`config.mk`:
```
export PLATFORM = sky130hd
export DESIGN_NAME = multi_channel_queue
export DESIGN_NICKNAME = d
export VERILOG_FILES = /design/src/rtl/mcq_pkg.sv /design/src/rtl/mcq_channel.sv /design/src/rtl/multi_channel_queue.sv
export SDC_FILE = /design/constraint.sdc
export NUM_CORES = 1
export LEC_CHECK = 0
export CAP_MARGIN = 20
export CORE_AREA = 2 2 316 318
export CTS_CLUSTER_SIZE = 30
export DETAILED_ROUTE_END_ITERATION = 6
export DIE_AREA = 0 0 318 320
export GPL_TIMING_DRIVEN = 0
export PLACE_DENSITY_LB_ADDON = 0.2
export SLEW_MARGIN = 20
export SYNTH_ARGS = -nofsm -noshare
export SYNTH_HDL_FRONTEND = slang
export SYNTH_HIERARCHICAL = 1
export SYNTH_SLANG_ARGS = --single-unit
```
`constraint.sdc`:
```
create_clock -name clk -period 4.78 [get_ports clk]
set_input_delay 0.956 -clock clk [delete_from_list [all_inputs] [get_ports clk]]
set_output_delay 0.956 -clock clk [all_outputs]
set_load 0.05 [all_outputs]
```
`src/rtl/mcq_pkg.sv`:
```
// mcq_pkg: sizing helpers and per-channel status type shared by multi_channel_queue
// Contents: ch_w(n) = channel index width, cnt_w(d) = occupancy width,
//           mcq_status_t = {empty, full, almost_full, count}.
// count is carried at a fixed maximum width; consumers truncate it to cnt_w(DEPTH).
package mcq_pkg;
  localparam int MAX_CNT_W = 16;
  function automatic int ch_w(input int n);
    return (n > 1) ? $clog2(n) : 1;
  endfunction
  function automatic int cnt_w(input int d);
    return $clog2(d) + 1;
  endfunction
  typedef struct packed {
    logic                 empty;
    logic                 full;
    logic                 almost_full;
    logic [MAX_CNT_W-1:0] count;
  } mcq_status_t;
endpackage

```
`src/rtl/mcq_channel.sv`:
```
// mcq_channel: one circular FIFO channel (storage, pointers, occupancy count)
// Ports: clk, rst (sync, active-high); wr_en/wr_data write at wr_ptr;
//        rd_en pops at rd_ptr; rd_data = entry at rd_ptr (combinational);
//        status = {empty, full, almost_full, count} from the registered count.
// The caller gates wr_en/rd_en, so this block never checks for overflow/underflow itself.
module mcq_channel
  import mcq_pkg::*;
#(
  parameter int WIDTH     = 32,
  parameter int DEPTH     = 8,
  parameter int AF_THRESH = DEPTH - 2
) (
  input  logic             clk,
  input  logic             rst,
  input  logic             wr_en,
  input  logic [WIDTH-1:0] wr_data,
  input  logic             rd_en,
  output logic [WIDTH-1:0] rd_data,
  output mcq_status_t      status
);
  localparam int PW    = $clog2(DEPTH);
  localparam int CNT_W = cnt_w(DEPTH);
  logic [WIDTH-1:0] r_mem [DEPTH];
  logic [PW-1:0]    r_wr_ptr, r_rd_ptr;
  logic [CNT_W-1:0] r_cnt;
  always_ff @(posedge clk)
    if (wr_en) r_mem[r_wr_ptr] <= wr_data;
  always_ff @(posedge clk)
    if (rst) begin
      r_wr_ptr <= '0;
      r_rd_ptr <= '0;
      r_cnt    <= '0;
    end else begin
      if (wr_en) r_wr_ptr <= r_wr_ptr + PW'(1);
      if (rd_en) r_rd_ptr <= r_rd_ptr + PW'(1);
      r_cnt <= r_cnt + CNT_W'(wr_en) - CNT_W'(rd_en);
    end
  // Read is combinational from the pre-edge pointer, so a same-cycle write into
  // the slot being freed on a full channel cannot disturb the popped entry.
  assign rd_data = r_mem[r_rd_ptr];
  assign status  = '{empty:       r_cnt == '0,
                     full:        r_cnt == CNT_W'(DEPTH),
                     almost_full: r_cnt >= CNT_W'(AF_THRESH),
                     count:       MAX_CNT_W'(r_cnt)};
endmodule

```
`src/rtl/multi_channel_queue.sv`:
```
// multi_channel_queue: NUM_CH independent FIFOs behind one registered dequeue port
// Ports: clk, rst (sync, active-high); enq_valid/enq_data/enq_ready per channel;
//        deq_req + deq_ch select one channel per cycle, result on deq_valid/deq_data
//        one cycle later; empty/full/almost_full/count are per-channel status.
// Optional: define MCQ_ERR_EN to add sticky err_ovf[NUM_CH], err_udf[NUM_CH], err_bad_ch.
module multi_channel_queue
  import mcq_pkg::*;
#(
  parameter int  WIDTH     = 32,
  parameter int  DEPTH     = 8,
  parameter int  NUM_CH    = 4,
  parameter int  AF_THRESH = DEPTH - 2,
  localparam int CH_W      = ch_w(NUM_CH),
  localparam int CNT_W     = cnt_w(DEPTH)
) (
  input  logic                    clk,
  input  logic                    rst,
  input  logic [NUM_CH-1:0]       enq_valid,
  input  logic [NUM_CH*WIDTH-1:0] enq_data,
  output logic [NUM_CH-1:0]       enq_ready,
  input  logic                    deq_req,
  input  logic [CH_W-1:0]         deq_ch,
  output logic                    deq_valid,
  output logic [WIDTH-1:0]        deq_data,
  output logic [NUM_CH-1:0]       empty,
  output logic [NUM_CH-1:0]       full,
  output logic [NUM_CH-1:0]       almost_full,
  output logic [NUM_CH*CNT_W-1:0] count
`ifdef MCQ_ERR_EN
  ,
  output logic [NUM_CH-1:0]       err_ovf,
  output logic [NUM_CH-1:0]       err_udf,
  output logic                    err_bad_ch
`endif
);
  mcq_status_t       w_st      [NUM_CH];
  logic [WIDTH-1:0]  w_rd_data [NUM_CH];
  logic [NUM_CH-1:0] w_sel, w_rd_en, w_wr_en;
  logic [WIDTH-1:0]  w_deq_mux;
  logic              r_deq_valid;
  logic [WIDTH-1:0]  r_deq_data;
  for (genvar i = 0; i < NUM_CH; i++) begin : g_ch
    // An out-of-range deq_ch matches no channel, so it is rejected without indexing.
    assign w_sel[i]       = deq_ch == CH_W'(i);
    assign w_rd_en[i]     = deq_req && w_sel[i] && !w_st[i].empty;
    assign enq_ready[i]   = !w_st[i].full || w_rd_en[i];
    assign w_wr_en[i]     = enq_valid[i] && enq_ready[i];
    assign empty[i]       = w_st[i].empty;
    assign full[i]        = w_st[i].full;
    assign almost_full[i] = w_st[i].almost_full;
    assign count[i*CNT_W +: CNT_W] = CNT_W'(w_st[i].count);
    mcq_channel #(.WIDTH(WIDTH), .DEPTH(DEPTH), .AF_THRESH(AF_THRESH)) u_ch (
      .clk     (clk),
      .rst     (rst),
      .wr_en   (w_wr_en[i]),
      .wr_data (enq_data[i*WIDTH +: WIDTH]),
      .rd_en   (w_rd_en[i]),
      .rd_data (w_rd_data[i]),
      .status  (w_st[i])
    );
  end
  // At most one w_rd_en bit is set, so an AND-OR mux suffices.
  always_comb begin
    w_deq_mux = '0;
    for (int k = 0; k < NUM_CH; k++) w_deq_mux = w_deq_mux | (w_rd_en[k] ? w_rd_data[k] : '0);
  end
  always_ff @(posedge clk)
    if (rst) begin
      r_deq_valid <= 1'b0;
      r_deq_data  <= '0;
    end else begin
      r_deq_valid <= |w_rd_en;
      if (|w_rd_en) r_deq_data <= w_deq_mux;
    end
  assign deq_valid = r_deq_valid;
  assign deq_data  = r_deq_data;
`ifdef MCQ_ERR_EN
  logic [NUM_CH-1:0] r_err_ovf, r_err_udf;
  logic              r_err_bad_ch;
  always_ff @(posedge clk)
    if (rst) begin
      r_err_ovf    <= '0;
      r_err_udf    <= '0;
      r_err_bad_ch <= 1'b0;
    end else begin
      r_err_ovf    <= r_err_ovf | (enq_valid & ~enq_ready);
      r_err_udf    <= r_err_udf | ({NUM_CH{deq_req}} & w_sel & empty);
      r_err_bad_ch <= r_err_bad_ch | (deq_req && !(|w_sel));
    end
  assign err_ovf    = r_err_ovf;
  assign err_udf    = r_err_udf;
  assign err_bad_ch = r_err_bad_ch;
`endif
endmodule

```
==> flow_metrics.env <==
export IMPL_routed_wl_um=105000
export IMPL_die_w_um=318
export IMPL_io_pins=202
export IMPL_h_tree_depth=3
export IMPL_fin_crit_sh=0.9150
export IMPL_arrival_ps=3420
export IMPL_viasPerCell=5.633
export IMPL_dp_hpwl_um=71510
export IMPL_grt_pass1_vias=21800
export IMPL_slowest_stage="clkdlybuf4s50_1"
export IMPL_wl_per_cell_um=28.27
export IMPL_finalSetupViolations=0
export IMPL_critPathLaunchType="flip-flop"
export IMPL_crit_path_end_kind="primary output"
export IMPL_syn_area_um2=43620
export IMPL_dpl_cell_area_um2=48500
export IMPL_drcViolationCount=0
export IMPL_die_area_um2=101800
export IMPL_drtIter0Drc=1751
export IMPL_vias=20930
export IMPL_worstPathMaxFanout=8
export IMPL_power_density_nw_per_um2=465.4
export IMPL_ant_nets=0
export IMPL_track_usage=0.2073
export IMPL_cpPeakStageDelay_ps=810
export IMPL_reg2reg_depth=11
export IMPL_portBuffers=201
export IMPL_r2r_setup_slack_ps=720
export IMPL_period_needed_ps=4374
export IMPL_multiInputGateArea_um2=10700
export IMPL_seqCellArea_um2=32450
export IMPL_worst_pin_slew_ps=1106
export IMPL_postCtsHoldBufs=0
export IMPL_root_buffer="clkbuf_16"
export IMPL_fin_hold_ws_ps=535.8
export IMPL_clock_fmax_mhz=228.6
export IMPL_yosysWarnings=6
export IMPL_max_cap_violations=0
export IMPL_cts_resized=0
export IMPL_antenna_found_initial=16
export IMPL_clkTransAtPathRegs_ps=60
export IMPL_grt_max_degree=20
export IMPL_grt_pass1_wl_um=151900
export IMPL_crit_family="buffers and inverters"
export IMPL_cts_sinks=1109
export IMPL_gp_congestion=0.9145
export IMPL_num_rows=115
export IMPL_gr_total_overflow=0
export IMPL_crit_type="flip-flop to primary output"
export IMPL_hp_class="flip-flop to flip-flop"
export IMPL_setup_tns_ps=0
export IMPL_syn_area_per_cell_um2=22.15
export IMPL_fillers=7507
export IMPL_final_hold_viol_count=0
export IMPL_drt_pass1_iterations=5
export IMPL_core_area_um2=97990
export IMPL_leakagePower_nw=16.54
export IMPL_slew_headroom=0.2627
export IMPL_path_depth=7
export IMPL_status="complete, no violations"
export IMPL_reg2reg_to="g_ch[0].u_ch/r_mem[0][3]$_DFFE_PP_"
export IMPL_vdd_drop_max_v=0.0003478
export IMPL_holdPathEnd="g_ch[3].u_ch/r_rd_ptr[2]$_SDFFE_PP0P_"
export IMPL_synth_nets=2146
export IMPL_required_ps=3820
export IMPL_areaGrowthSynthToFinish_pct=19.66
export IMPL_critPathBufInv=3
export IMPL_hold_depth=2
export IMPL_cts_tree="yes"
export IMPL_cts_setup_buffers=0
export IMPL_clockBufferDepth=3
export IMPL_synth_cells=1969
export IMPL_path_cells="inv_1 > ha_1 > and3_1 > nor4bb_1 > clkbuf_1 > nand2b_1 > clkdlybuf4s50_1"
export IMPL_drv_slew=0
export IMPL_fin_area_um2=52190
export IMPL_clk_insertion_delay_late_ps=680
export IMPL_fin_worst_skew_ps=16.59
export IMPL_drive_gt1_frac=0.2306
export IMPL_rr_startpoint="g_ch[0].u_ch/r_cnt[2]$_SDFF_PP0_"
export IMPL_cts_buffers=110
export IMPL_min_delay_start="g_ch[3].u_ch/r_rd_ptr[2]$_SDFFE_PP0P_"
export IMPL_die_h_um=320
export IMPL_rsz0062_at_grt="false"
export IMPL_start_util=0.4451
export IMPL_nNetsFinal=2508
worst register-to-register path, cell delays in order (launching register included):
cell and delay [ps]:
dfxtp_1 360, inv_1 90, ha_1 200, and3_1 240, nor4b_4 760, nand2b_1 200, and2_1 410, nand2b_1 340
nor3_4 570, buf_6 250, buf_8 180, buf_8 170
cell usage in the layout, fill, tap and decap left out, types with 28 or more instances in the layout:
master / instances
a22oi_1: 64
a311oi_2: 29
buf_2: 28
buf_6: 36
clkbuf_1: 65
clkbuf_16: 114
clkdlybuf4s50_1: 201
dfxtp_1: 85
edfxtp_1: 1024
ha_1: 36
mux2_2: 128
mux4_1: 160
mux4_2: 96
nor2_1: 68
registers in the layout, indices dropped and copies added, names as in the netlist, named ones only:
register,cells
deq_valid,1
g_ch.u_ch/r_wr_ptr,12
g_ch.u_ch/r_rd_ptr,12
deq_data,32
g_ch.u_ch/r_mem,1024
g_ch.u_ch/r_cnt,16
per-stage QoR:
| step | power [mW] | worst slack, ps | instances | util |
|---|---|---|---|---|
| floorplan | 14.01 | 76.72 | 1969 | - |
| global route | 25.11 | 252.5 | 3712 | 0.5326 |
| detailed placement | 15.78 | 20.39 | 3506 | 0.4950 |
| CTS | 24.49 | 330.3 | 3711 | 0.5325 |
| finish | 24.29 | 406.4 | 3715 | 0.5326 |
| global placement | 15.48 | -2132 | 3457 | 0.4825 |
worst max path at each step:
stage,startpoint,to,slack (ps)
floorplan,g_ch[0].u_ch/r_cnt[2]$_SDFF_PP0_,g_ch[0].u_ch/r_mem[1][0]$_DFFE_PP_,80
global placement,deq_ch[1],g_ch[0].u_ch/r_mem[1][7]$_DFFE_PP_,-2130
detailed placement,deq_ch[1],g_ch[0].u_ch/r_mem[0][3]$_DFFE_PP_,20
CTS,g_ch[2].u_ch/r_cnt[2]$_SDFF_PP0_,enq_ready[2],330
global route,g_ch[2].u_ch/r_cnt[2]$_SDFF_PP0_,enq_ready[2],250
finish,g_ch[2].u_ch/r_cnt[2]$_SDFF_PP0_,enq_ready[2],410
metal layers:
metal / vias up / GRT usage / share of wire
met5: - / 0 / 0.0015
met4: 24 / 0.05238 / 0.021
met3: 145 / 0.05769 / 0.073
met2: 575 / 0.3504 / 0.50
met1: 11090 / 0.2654 / 0.40
li1: 9097 / - / -
layout make-up:
| class | instances | area share |
|---|---|---|
| flip-flops and latches | 1109 | 0.6218 |
| clock inverters | 50 | 0.01120 |
| diodes | 4 | 0.0001918 |
| multi-input cells | 734 | 0.2050 |
| repair buffers | 250 | 0.05734 |
| clock buffers | 155 | 0.05933 |
| inverters | 24 | 0.001726 |
| well taps | 1287 | 0.03085 |
| plain buffers | 102 | 0.01261 |
where the power goes:
group | leakage (nW) | internal, mW | switching [mW]
logic | 4.76 | 1.52 | 2.47
clock network | 1.79 | 5.20 | 3.52
registers | 9.99 | 11.3 | 0.276
Power figures use the tool's default switching activity.
